## src/rtl/game_logic_pkg.sv

```systemverilog
// Shared screen geometry and game-phase encodings for the Breakout engine.
// Latency: n/a (constants, types and one pure helper function).
// Backpressure: n/a.
package game_logic_pkg;

    // Tile grid shared with the renderer; every pixel bound below derives from it
    localparam int TILE_PX        = 8;
    localparam int SCREEN_W_TILES = 100;
    localparam int SCREEN_H_TILES = 75;
    localparam int WALL_TILES     = 1;   // side walls, one tile thick
    localparam int CEIL_TILES     = 3;   // score bar plus ceiling
    localparam int PADDLE_ROW     = 72;  // tile row holding the paddle top edge
    localparam int PADDLE_TILES   = 8;
    localparam int BALL_TILES     = 1;

    localparam int SCREEN_W_PX = SCREEN_W_TILES * TILE_PX;
    localparam int SCREEN_H_PX = SCREEN_H_TILES * TILE_PX;
    localparam int WALL_PX     = WALL_TILES * TILE_PX;
    localparam int BALL_PX     = BALL_TILES * TILE_PX;
    localparam int PADDLE_PX   = PADDLE_TILES * TILE_PX;

    // Pixel bounds, held at the 11-bit internal arithmetic width
    localparam logic [10:0] BALL_SIZE   = 11'(BALL_PX);
    localparam logic [10:0] PADDLE_LEN  = 11'(PADDLE_PX);
    localparam logic [10:0] XMIN        = 11'(WALL_PX);
    localparam logic [10:0] XMAX        = 11'(SCREEN_W_PX - WALL_PX - BALL_PX);
    localparam logic [10:0] YMIN        = 11'(CEIL_TILES * TILE_PX);
    localparam logic [10:0] PADDLE_Y    = 11'(PADDLE_ROW * TILE_PX);
    localparam logic [10:0] YPAD        = 11'(PADDLE_ROW * TILE_PX - BALL_PX);
    localparam logic [10:0] YLOST       = 11'(SCREEN_H_PX);
    localparam logic [10:0] PADDLE_XMIN = 11'(WALL_PX);
    localparam logic [10:0] PADDLE_XMAX = 11'(SCREEN_W_PX - WALL_PX - PADDLE_PX);
    localparam logic [10:0] PADDLE_XRST = 11'((SCREEN_W_PX - PADDLE_PX) / 2);
    localparam logic [10:0] SERVE_OFS   = 11'((PADDLE_PX - BALL_PX) / 2);
    localparam logic [10:0] BALL_XRST   = 11'((SCREEN_W_PX - PADDLE_PX) / 2 + (PADDLE_PX - BALL_PX) / 2);

    // Game phase encodings
    typedef enum logic [1:0] {
        PH_SERVE     = 2'd0,
        PH_PLAY      = 2'd1,
        PH_LOST      = 2'd2,
        PH_GAME_OVER = 2'd3
    } phase_t;

    // True when the ball's horizontal span overlaps the paddle's span
    function automatic logic ball_over_paddle(input logic [10:0] bx, input logic [10:0] px);
        return ((bx + BALL_SIZE) > px) && (bx < (px + PADDLE_LEN));
    endfunction

endpackage

```

## src/rtl/game_logic_button_sync.sv

```systemverilog
// Two-flop synchronizer bringing raw asynchronous button levels into CLK.
// Latency: 2 CLK cycles from a stable input to the synchronized output.
// Backpressure: none; free-running level sampler.
module button_sync #(
    parameter int WIDTH = 3
) (
    input  logic             CLK,
    input  logic             RESET_N,
    input  logic [WIDTH-1:0] btn_async,
    output logic [WIDTH-1:0] btn_sync
);

    logic [WIDTH-1:0] meta;

    // First flop may go metastable; second flop gives it a full cycle to settle
    always_ff @(posedge CLK or negedge RESET_N) begin
        if (!RESET_N) begin
            meta     <= '0;
            btn_sync <= '0;
        end else begin
            meta     <= btn_async;
            btn_sync <= meta;
        end
    end

endmodule

```

## src/rtl/game_logic.sv

```systemverilog
// Per-frame Breakout state engine: paddle, ball, lives and game phase.
// Latency: outputs update on the CLK edge sampling FRAME_DONE, held until the next pulse.
// Backpressure: none; every FRAME_DONE pulse, including back-to-back ones, is a full update.
module game_logic
    import game_logic_pkg::*;
#(
    parameter int PADDLE_SPEED = 4,
    parameter int BALL_SPEED   = 2,
    parameter int LOST_FRAMES  = 60,
    parameter int START_LIVES  = 3
) (
    input  logic       CLK,
    input  logic       RESET_N,
    input  logic       FRAME_DONE,
    input  logic       BTN_LEFT,
    input  logic       BTN_RIGHT,
    input  logic       BTN_SERVE,
    output logic [9:0] PADDLE_X_PIXEL,
    output logic [9:0] BALL_X_PIXEL,
    output logic [9:0] BALL_Y_PIXEL,
    output logic [1:0] LIVES,
    output logic       BALL_LOST,
    output logic       GAME_OVER
);

    localparam int CNT_W = (LOST_FRAMES > 1) ? $clog2(LOST_FRAMES) : 1;
    localparam logic [CNT_W-1:0] LOST_LAST  = CNT_W'(LOST_FRAMES - 1);
    localparam logic [10:0]      PAD_STEP   = 11'(PADDLE_SPEED);
    localparam logic [10:0]      BALL_STEP  = 11'(BALL_SPEED);
    localparam logic [1:0]       LIVES_INIT = 2'(START_LIVES);

    logic [2:0] btn_q;
    logic       btn_left;
    logic       btn_right;
    logic       btn_serve;

    // Registered game state; positions kept 11 bits wide so arithmetic never wraps
    phase_t           phase;
    logic [10:0]      paddle_x;
    logic [10:0]      ball_x;
    logic [10:0]      ball_y;
    logic             dx_right;
    logic             dy_up;
    logic [1:0]       lives;
    logic [CNT_W-1:0] lost_cnt;
    logic             ball_lost_q;
    logic             game_over_q;

    // Candidate next values for the current frame
    logic [10:0] pad_nx;
    logic [10:0] serve_x;
    logic [10:0] bx_nx;
    logic [10:0] by_nx;
    logic        dx_nx;
    logic        dy_nx;
    logic        miss;

    button_sync #(
        .WIDTH(3)
    ) u_button_sync (
        .CLK      (CLK),
        .RESET_N  (RESET_N),
        .btn_async({BTN_SERVE, BTN_RIGHT, BTN_LEFT}),
        .btn_sync (btn_q)
    );

    assign btn_left  = btn_q[0];
    assign btn_right = btn_q[1];
    assign btn_serve = btn_q[2];

    // Paddle move for this frame: one direction only, clamped to the play area
    always_comb begin
        pad_nx = paddle_x;
        if (btn_left && !btn_right) begin
            if (paddle_x <= (PADDLE_XMIN + PAD_STEP)) begin
                pad_nx = PADDLE_XMIN;
            end else begin
                pad_nx = paddle_x - PAD_STEP;
            end
        end else if (btn_right && !btn_left) begin
            if ((paddle_x + PAD_STEP) >= PADDLE_XMAX) begin
                pad_nx = PADDLE_XMAX;
            end else begin
                pad_nx = paddle_x + PAD_STEP;
            end
        end
    end

    assign serve_x = pad_nx + SERVE_OFS;

    // Ball step for PLAY: axes independent, walls reflect, paddle catch uses new x positions
    always_comb begin
        bx_nx = ball_x;
        by_nx = ball_y;
        dx_nx = dx_right;
        dy_nx = dy_up;
        miss  = 1'b0;

        if (dx_right) begin
            if ((ball_x + BALL_STEP) >= XMAX) begin
                bx_nx = XMAX;
                dx_nx = 1'b0;
            end else begin
                bx_nx = ball_x + BALL_STEP;
            end
        end else begin
            if (ball_x <= (XMIN + BALL_STEP)) begin
                bx_nx = XMIN;
                dx_nx = 1'b1;
            end else begin
                bx_nx = ball_x - BALL_STEP;
            end
        end

        if (dy_up) begin
            if (ball_y <= (YMIN + BALL_STEP)) begin
                by_nx = YMIN;
                dy_nx = 1'b0;
            end else begin
                by_nx = ball_y - BALL_STEP;
            end
        end else begin
            if ((ball_y <= YPAD) && ((ball_y + BALL_STEP) >= YPAD) &&
                ball_over_paddle(bx_nx, pad_nx)) begin
                by_nx = YPAD;
                dy_nx = 1'b1;
            end else if ((ball_y + BALL_STEP) >= YLOST) begin
                by_nx = YLOST;
                miss  = 1'b1;
            end else begin
                by_nx = ball_y + BALL_STEP;
            end
        end
    end

    // Phase machine and all registered outputs, advanced once per FRAME_DONE
    always_ff @(posedge CLK or negedge RESET_N) begin
        if (!RESET_N) begin
            phase       <= PH_SERVE;
            paddle_x    <= PADDLE_XRST;
            ball_x      <= BALL_XRST;
            ball_y      <= YPAD;
            dx_right    <= 1'b1;
            dy_up       <= 1'b1;
            lives       <= LIVES_INIT;
            lost_cnt    <= '0;
            ball_lost_q <= 1'b0;
            game_over_q <= 1'b0;
        end else begin
            ball_lost_q <= 1'b0;
            if (FRAME_DONE) begin
                case (phase)
                    PH_SERVE: begin
                        paddle_x <= pad_nx;
                        ball_x   <= serve_x;
                        ball_y   <= YPAD;
                        if (btn_serve) begin
                            phase    <= PH_PLAY;
                            dx_right <= 1'b1;
                            dy_up    <= 1'b1;
                        end
                    end
                    PH_PLAY: begin
                        paddle_x <= pad_nx;
                        ball_x   <= bx_nx;
                        ball_y   <= by_nx;
                        dx_right <= dx_nx;
                        dy_up    <= dy_nx;
                        if (miss) begin
                            ball_lost_q <= 1'b1;
                            lives       <= lives - 2'd1;
                            if (lives == 2'd1) begin
                                phase       <= PH_GAME_OVER;
                                game_over_q <= 1'b1;
                            end else begin
                                phase    <= PH_LOST;
                                lost_cnt <= '0;
                            end
                        end
                    end
                    PH_LOST: begin
                        paddle_x <= pad_nx;
                        ball_y   <= YLOST;
                        if (lost_cnt == LOST_LAST) begin
                            phase <= PH_SERVE;
                        end else begin
                            lost_cnt <= lost_cnt + CNT_W'(1);
                        end
                    end
                    PH_GAME_OVER: begin
                        ball_y <= YLOST;
                        if (btn_serve) begin
                            lives       <= LIVES_INIT;
                            phase       <= PH_SERVE;
                            game_over_q <= 1'b0;
                        end
                    end
                    default: begin
                        phase <= PH_SERVE;
                    end
                endcase
            end
        end
    end

    assign PADDLE_X_PIXEL = paddle_x[9:0];
    assign BALL_X_PIXEL   = ball_x[9:0];
    assign BALL_Y_PIXEL   = ball_y[9:0];
    assign LIVES          = lives;
    assign BALL_LOST      = ball_lost_q;
    assign GAME_OVER      = game_over_q;

endmodule

```

## config.mk

```make
export PLATFORM = sky130hd
export DESIGN_NAME = game_logic
export DESIGN_NICKNAME = d
export VERILOG_FILES = /design/src/rtl/game_logic_pkg.sv /design/src/rtl/game_logic_button_sync.sv /design/src/rtl/game_logic.sv
export SDC_FILE = /design/constraint.sdc
export NUM_CORES = 1
export LEC_CHECK = 0
export BUFFER_PORTS_ARGS = -buffer_cell sky130_fd_sc_hd__buf_4
export CAP_MARGIN = 10
export CORE_AREA = 2 2 92 116
export DETAILED_ROUTE_END_ITERATION = 8
export DIE_AREA = 0 0 94 118
export GPL_TIMING_DRIVEN = 0
export PLACE_DENSITY_LB_ADDON = 0.25
export SLEW_MARGIN = 40
export SYNTH_ARGS = -nofsm -noshare
export SYNTH_HDL_FRONTEND = slang
export SYNTH_SLANG_ARGS = --single-unit
```

## constraint.sdc

```tcl
create_clock -name CLK -period 4.3 [get_ports CLK]
set_input_delay 0.43 -clock CLK [delete_from_list [all_inputs] [get_ports CLK]]
set_output_delay 0.43 -clock CLK [all_outputs]
set_load 0.05 [all_outputs]
```

# [Word-level counts from Yosys, hierarchy flattened]
# Index checks and enable logic that the tools add are counted.
[word_totals] elab_cells=110 input_bits=6 register_bits=53 out_inout_bits=34
[classes] n_mux=45 n_reduce_logical=20 n_eq_ne=12 magnitude_cmp=10 addsub=11
[op_table] operator="$mux W11" n=11
[op_table] operator="$ge A11 B10 Y1 const B" n=4
[op_table] operator="$pmux W11 S3" n=1
[op_table] operator="$add A11 B2 Y11 const B" n=2
[op_table] operator="$le A11 B4 Y1 const B" n=2
[op_table] operator="$pmux W11 S2" n=1
[op_table] operator="$sub A11 B2 Y11 const B" n=2
[op_table] operator="$mux W6" n=3
[op_table] operator="$mux W1" n=17
[op_table] operator="$reduce_and A5 Y1" n=3
[op_table] operator="$mux W2" n=6
[op_table] operator="$pmux W6 S2" n=1
[op_table] operator="$add A11 B3 Y11 const B" n=1
[op_table] operator="$add A11 B4 Y11 const B" n=1
[op_table] operator="$add A11 B5 Y11 const B" n=1
[op_table] operator="$add A11 B7 Y11 const B" n=1
[op_table] operator="$gt A11 B11 Y1" n=1
[op_table] operator="$le A11 B10 Y1 const B" n=1
[op_table] operator="$le A11 B5 Y1 const B" n=1
[op_table] operator="$lt A11 B11 Y1" n=1
[op_table] operator="$sub A11 B3 Y11 const B" n=1
[op_table] operator="$ne A2 B2 Y1 const B" n=5
[op_table] operator="$pmux W2 S4" n=1
[op_table] operator="$add A6 B1 Y6 const B" n=1
[op_table] operator="other kinds (16)" n=29

# [Depth between registers and ports, before layout]
[logic_depth] ltp_word=14 depth_mapped=21 mapped_depth_nobuf=20

# [By module]
# Synthesis repeated with hierarchy kept, for this count alone.
[unflattened] hier_cells=694 hier_area_um2=5445.2
[modules_own_cells] module="game_logic" cells_per_inst=688 instances=1 seq_area_each_um2=1171.1 area_each_um2=5295.1
[modules_own_cells] module="button_sync" cells_per_inst=6 instances=1 seq_area_each_um2=150.1 area_each_um2=150.1

# [Least setup slack after synthesis]
# Ideal clock, no wire load.
[synth_timing] path_type="flip-flop to flip-flop" startpoint="reg paddle_x[2]" endpoint="reg lives[1] (netlist: LIVES[1])" required_time_ns=4.218 synth_period_minus_slack_ns=4.542 path_stages_with_launch=21 setup_slack_ns=-0.242 path_buffers=2 setup_time_ns=0.082 arrival_time_ns=4.460 path_cell_list="dfrtp_1 -> ha_1 -> buf_4 -> and2_1 -> o311a_1 -> buf_4 -> or3_1 -> a32oi_1 -> inv_1 -> ha_1 -> inv_1 -> ha_1 -> a2111oi_0 -> nand2_1 -> o22ai_1 -> nor3b_1 -> nor4bb_1 -> a31oi_1 -> a31oi_4 -> nand2_2 -> mux2_2"
[synth_between] elab_chain_cells=13 word_cells_on_any_way=17 classes_between="add/sub (3); order compare (4); eq/ne (1); mux (6); reduce/logical (3)"
[synth_lines] element="from (decl)" line="game_logic.sv:39" text="logic [10:0] paddle_x;"
[synth_lines] element="from (signal assigned)" line="game_logic.sv:154" text="paddle_x <= pad_nx;"
[synth_lines] element="from (signal assigned)" line="game_logic.sv:164" text="paddle_x <= pad_nx;"
[synth_lines] element="from (signal assigned)" line="game_logic.sv:182" text="paddle_x <= pad_nx;"
[synth_lines] element="$add A11 B3 Y11" line="game_logic.sv:81, game_logic.sv:84"
[synth_lines] element="$ge A11 B10 Y1" line="game_logic.sv:81" text="if ((paddle_x + PAD_STEP) >= PADDLE_XMAX) begin"
[synth_lines] element="$mux W11" line="game_logic.sv:81"
[synth_lines] element="$mux W11" line="game_logic.sv:80" text="end else if (btn_right && !btn_left) begin"
[synth_lines] element="$mux W11 *" line="game_logic.sv:74" text="if (btn_left && !btn_right) begin"
[synth_lines] element="net pad_nx[7]" line="game_logic.sv:50" text="logic [10:0] pad_nx;"
[synth_lines] element="$add A11 B7 Y11" line="game_logic_pkg.sv:47" text="return ((bx + BALL_SIZE) > px) && (bx < (px + PADDLE_LEN));"
[synth_lines] element="$lt A11 B11 Y1" line="game_logic_pkg.sv:47"
[synth_lines] element="$logic_and A1 B1 Y1 *" line="game_logic_pkg.sv:47"
[synth_lines] element="$logic_and A1 B1 Y1 *" line="game_logic.sv:123" text="if ((ball_y <= YPAD) && ((ball_y + BALL_STEP) >= YPAD) &&"
[synth_lines] element="$mux W1 *" line="game_logic.sv:123"
[synth_lines] element="$mux W1 *" line="game_logic.sv:115" text="if (dy_up) begin"
[synth_lines] element="$ne A2 B2 Y1 (no line) *"
[synth_lines] element="$reduce_and A4 Y1 (no line) *"
[synth_lines] element="to (signal assigned)" line="game_logic.sv:171" text="lives <= lives - 2'd1;"
[synth_lines] element="to (decl)" line="game_logic.sv:44" text="logic [1:0] lives;"
# Mark *: on every way through the listed nets, which the timed path passes. The rest lies on a longest branch.
# A chain may end at the register's enable or synchronous reset.

# [Final worst setup path]
[layout_timing] startpoint="reg ball_x[2]" endpoint="reg ball_y[6]"
[layout_between] elab_chain_cells=11 word_cells_on_any_way=15 classes_between="add/sub (3); order compare (4); mux (6); reduce/logical (2)"
[layout_lines] element="from (decl)" line="game_logic.sv:40" text="logic [10:0] ball_x;"
[layout_lines] element="from (signal assigned)" line="game_logic.sv:155" text="ball_x <= serve_x;"
[layout_lines] element="from (signal assigned)" line="game_logic.sv:165" text="ball_x <= bx_nx;"
[layout_lines] element="$add A11 B2 Y11" line="game_logic.sv:100, game_logic.sv:104"
[layout_lines] element="$ge A11 B10 Y1" line="game_logic.sv:100" text="if ((ball_x + BALL_STEP) >= XMAX) begin"
[layout_lines] element="$mux W11" line="game_logic.sv:100"
[layout_lines] element="$mux W11 *" line="game_logic.sv:99" text="if (dx_right) begin"
[layout_lines] element="$add A11 B4 Y11" line="game_logic_pkg.sv:47"
[layout_lines] element="$gt A11 B11 Y1" line="game_logic_pkg.sv:47"
[layout_lines] element="$logic_and A1 B1 Y1 *" line="game_logic_pkg.sv:47"
[layout_lines] element="$logic_and A1 B1 Y1 *" line="game_logic.sv:123"
[layout_lines] element="$mux W11 *" line="game_logic.sv:123"
[layout_lines] element="$mux W11 *" line="game_logic.sv:115"
[layout_lines] element="$pmux W11 S3 *" line="game_logic.sv:152" text="case (phase)"
[layout_lines] element="to (signal assigned)" line="game_logic.sv:166" text="ball_y <= by_nx;"
[layout_lines] element="to (decl)" line="game_logic.sv:41" text="logic [10:0] ball_y;"
# Mark *: on every way between the ends. The rest lies on a longest branch, timed or not.

==> qor.txt <==
Yosys cell types -> 88
VDD IR-drop max -> 0.474 mV
Finished Layout Cells -> 905
GRT Util Overall -> 0.299
flops & latches, synth -> 52
R2R Setup Slk -> -450 ps
layout filler cell count -> 800
Final Max Tran Viols -> 0
die area -> 11100 um2
net total in the final layout -> 813
io pins -> 40
Final GP Congestion -> 1.02
Skew-Pair Late Insertion Delay -> 300 ps
PwrDens -> 871 nW/um2
Final min period -> 4750 ps
routing usage on met2 -> 0.505
via count -> 5887
total chip power -> 5920 uW
Die Span Y -> 118 um
share of cells above drive strength 1 -> 0.312
Root Driver -> clkbuf_16
drt pass-1 iters -> 5
initial antenna violation count -> 0
n_diodes -> 0
Die W -> 94 um
vias per cell -> 6.50
largest net degree at the start of global routing -> 53
violated checks -> setup timing
Worst-path clk slew -> 70 ps
Synthesis Warnings -> 0
Worst Path Arrival -> 4900 ps
Avg WL per Cell -> 18.8 um
Mapped Nets -> 730
Final Hold Fails -> 0
CP Max Fanout -> 7
Inserted Clock Buffers -> 5
Sink Count -> 52
worst reg2reg endpoint -> ball_y[6]$_DFFE_PN0P_
Initial Util -> 0.539
max cap viols -> 0
Hold Path Class -> input port to async pin
ANT nets after route -> 0
global route hottest layer -> met2
Max clock buf depth -> 2
status -> complete, but fails checks
drt total wl -> 17000 um
met3 usage -> 0.0359
area grow syn2layout -> 26.2%
Worst Setup End Kind -> flip-flop
Max-slew headroom -> 0.478
placed cells -> 859
Setup Skew -> 4.63 ps
synth top area cells -> dfrtp_1, dfstp_2, ha_1
FP Rows -> 41
htree depth -> 2
Hold Slack -> 177 ps
DRC -> 0
number of flops mapped to enable cells by yosys -> 0
Peak Freq -> 0.211 GHz
post-synthesis sequential area ratio -> 0.245
GR Util met1 -> 0.376
fraction of registers with async set/reset -> 1.00
Final Worst Setup Slack -> -447 ps
worst path required time -> 4450 ps
dpl hpwl -> 11500 um
P_leak -> 0.00278 uW
final setup violation count -> 21
CTS tree -> yes
first-pass GRT wire length -> 26800 um
FF-to-FF Start -> ball_x[2]$_DFFE_PN1P_
Starting DRT DRC Count -> 427
area fraction of the dominant cell type after synthesis -> 0.167
actual slew at the worst max-slew pin -> 780 ps
worst r2r path cells -> 20
critical path class -> flip-flop to flip-flop
vias in the first global route -> 5414
mapped cell area -> 5390 um2
Critical Path Start Type -> flip-flop
ys flop type -> dfrtp_1
Final period util -> 1.10
Yosys top cell by area -> dfrtp_1
mean area per synthesized cell -> 7.79 um2
RSZ-0062 raised after global routing -> yes
Post-Synthesis Cells -> 692
grt ovf -> 0
# port buffers -> 38
Core ar. -> 10000 um2
state kept, by name, summed over array words and instances, names as in the netlist:
signal / cells
u_button_sync.meta: 3
GAME_OVER: 1
u_button_sync.btn_sync: 3
dx_right: 1
BALL_LOST: 1
paddle_x: 11
ball_y: 10
phase: 2
dy_up: 1
lost_cnt: 6
ball_x: 11
LIVES: 2
synth_stat cells (all sizes together), types with 8 or more instances:
cell	instances
xor2	15
o22ai	9
nand3	33
xnor2	18
clkbuf	25
a31oi	24
a311oi	8
inv	33
nor2	45
nor4	10
o21ai	41
a21oi	33
nor3	28
a211oi	8
dfstp	16
ha	32
nand4	12
dfrtp	36
nand2	77
buf	53
cell usage in the layout, fill, tap and decap left out, types with 9 or more instances in the layout:
cell	count
ha_1	26
nand4_1	12
dfstp_2	16
inv_1	28
nor2_1	43
buf_4	114
nand3_1	30
a21oi_1	29
nor3_1	21
xor2_1	15
nand2_1	75
a31oi_1	18
o21ai_0	36
nor4_1	9
dfrtp_1	33
clkbuf_1	20
xnor2_1	18
stage by stage:
step	worst slack, ps	area [um2]	utilization	TNS [ps]
finish	-447	6800	0.680	-7510
global route	-580	6800	0.680	-10460
CTS	-322	6580	0.657	-4800
detailed placement	-825	5900	0.590	-14790
global placement	-825	5890	0.589	-15040
floorplan	-41.0	5440	-	-41.0
routing by layer:
metal | up-vias | wire, um
li1 | 2700 | -
met1 | 2848 | 6810
met2 | 278 | 8400
met3 | 61 | 1060
met4 | 0 | 748
met5 | - | 0
worst max path at each step:
stage / start / to / slack, ps / cells after the start
floorplan: ball_x[2]$_DFFE_PN1P_ / LIVES[1]$_DFFE_PN1P_ / -40 / 20
global placement: paddle_x[2]$_DFFE_PN0P_ / LIVES[1]$_DFFE_PN1P_ / -820 / 18
detailed placement: ball_x[2]$_DFFE_PN1P_ / LIVES[1]$_DFFE_PN1P_ / -820 / 20
CTS: ball_x[6]$_DFFE_PN0P_ / LIVES[1]$_DFFE_PN1P_ / -320 / 17
global route: ball_x[2]$_DFFE_PN1P_ / LIVES[1]$_DFFE_PN1P_ / -580 / 20
finish: ball_x[2]$_DFFE_PN1P_ / ball_y[6]$_DFFE_PN0P_ / -450 / 20
cell type report:
class / count / area, um2 / share of cell area
buffer: 74 / 473 / 0.0696
tap: 129 / 161 / 0.0237
clock inverter: 3 / 22.5 / 0.00331
timing repair buffer: 80 / 608 / 0.0894
clock buffer: 5 / 125 / 0.0184
inverter: 35 / 131 / 0.0193
sequential: 52 / 1330 / 0.195
multi-input combinational: 527 / 3950 / 0.581
worst max-delay path: stages, from the launching register on:
cell	delay, ps
dfstp_2	570
buf_6	130
nand4_1	160
nor2_1	180
nand3_1	110
a211o_1	400
buf_4	180
a311oi_2	280
a31oi_2	120
buf_4	170
ha_1	330
a2111oi_4	370
nand2_1	120
o22ai_2	210
nor3b_4	310
nor4bb_1	90
a31oi_1	170
buf_4	150
a31oi_4	160
a221oi_2	300
nor3_1	80
kinds of logic (layout without fill, tap and decap cells):
family / after synthesis / in the layout / synth area share
xor gates and xnor gates: 33 / 33 / 0.0536
buffers and inverters: 113 / 197 / 0.108
muxes: 9 / 9 / 0.0174
AOI/OAI and AO/OA: 200 / 200 / 0.263
DFF: 52 / 52 / 0.245
adders and majority gates: 33 / 33 / 0.0762
and+or+nand+nor: 251 / 251 / 0.236
other: 1 / 1 / 0.000696
power by group:
part | total [uW] | internal (uW) | switching [uW]
clock | 418 | 219 | 199
combinational | 4600 | 1870 | 2720
sequential | 903 | 695 | 209
total | 5920 | 2790 | 3130
repair_timing:
item	CTS	global route
cloned	0	1
resized for setup	70	27
pin swaps	40	23
hold endpoints to repair	0	0
buffers inserted	34	7
hold buffers	0	0
setup endpoints to repair	21	21
No activity file was read; power rests on OpenSTA's default activity.
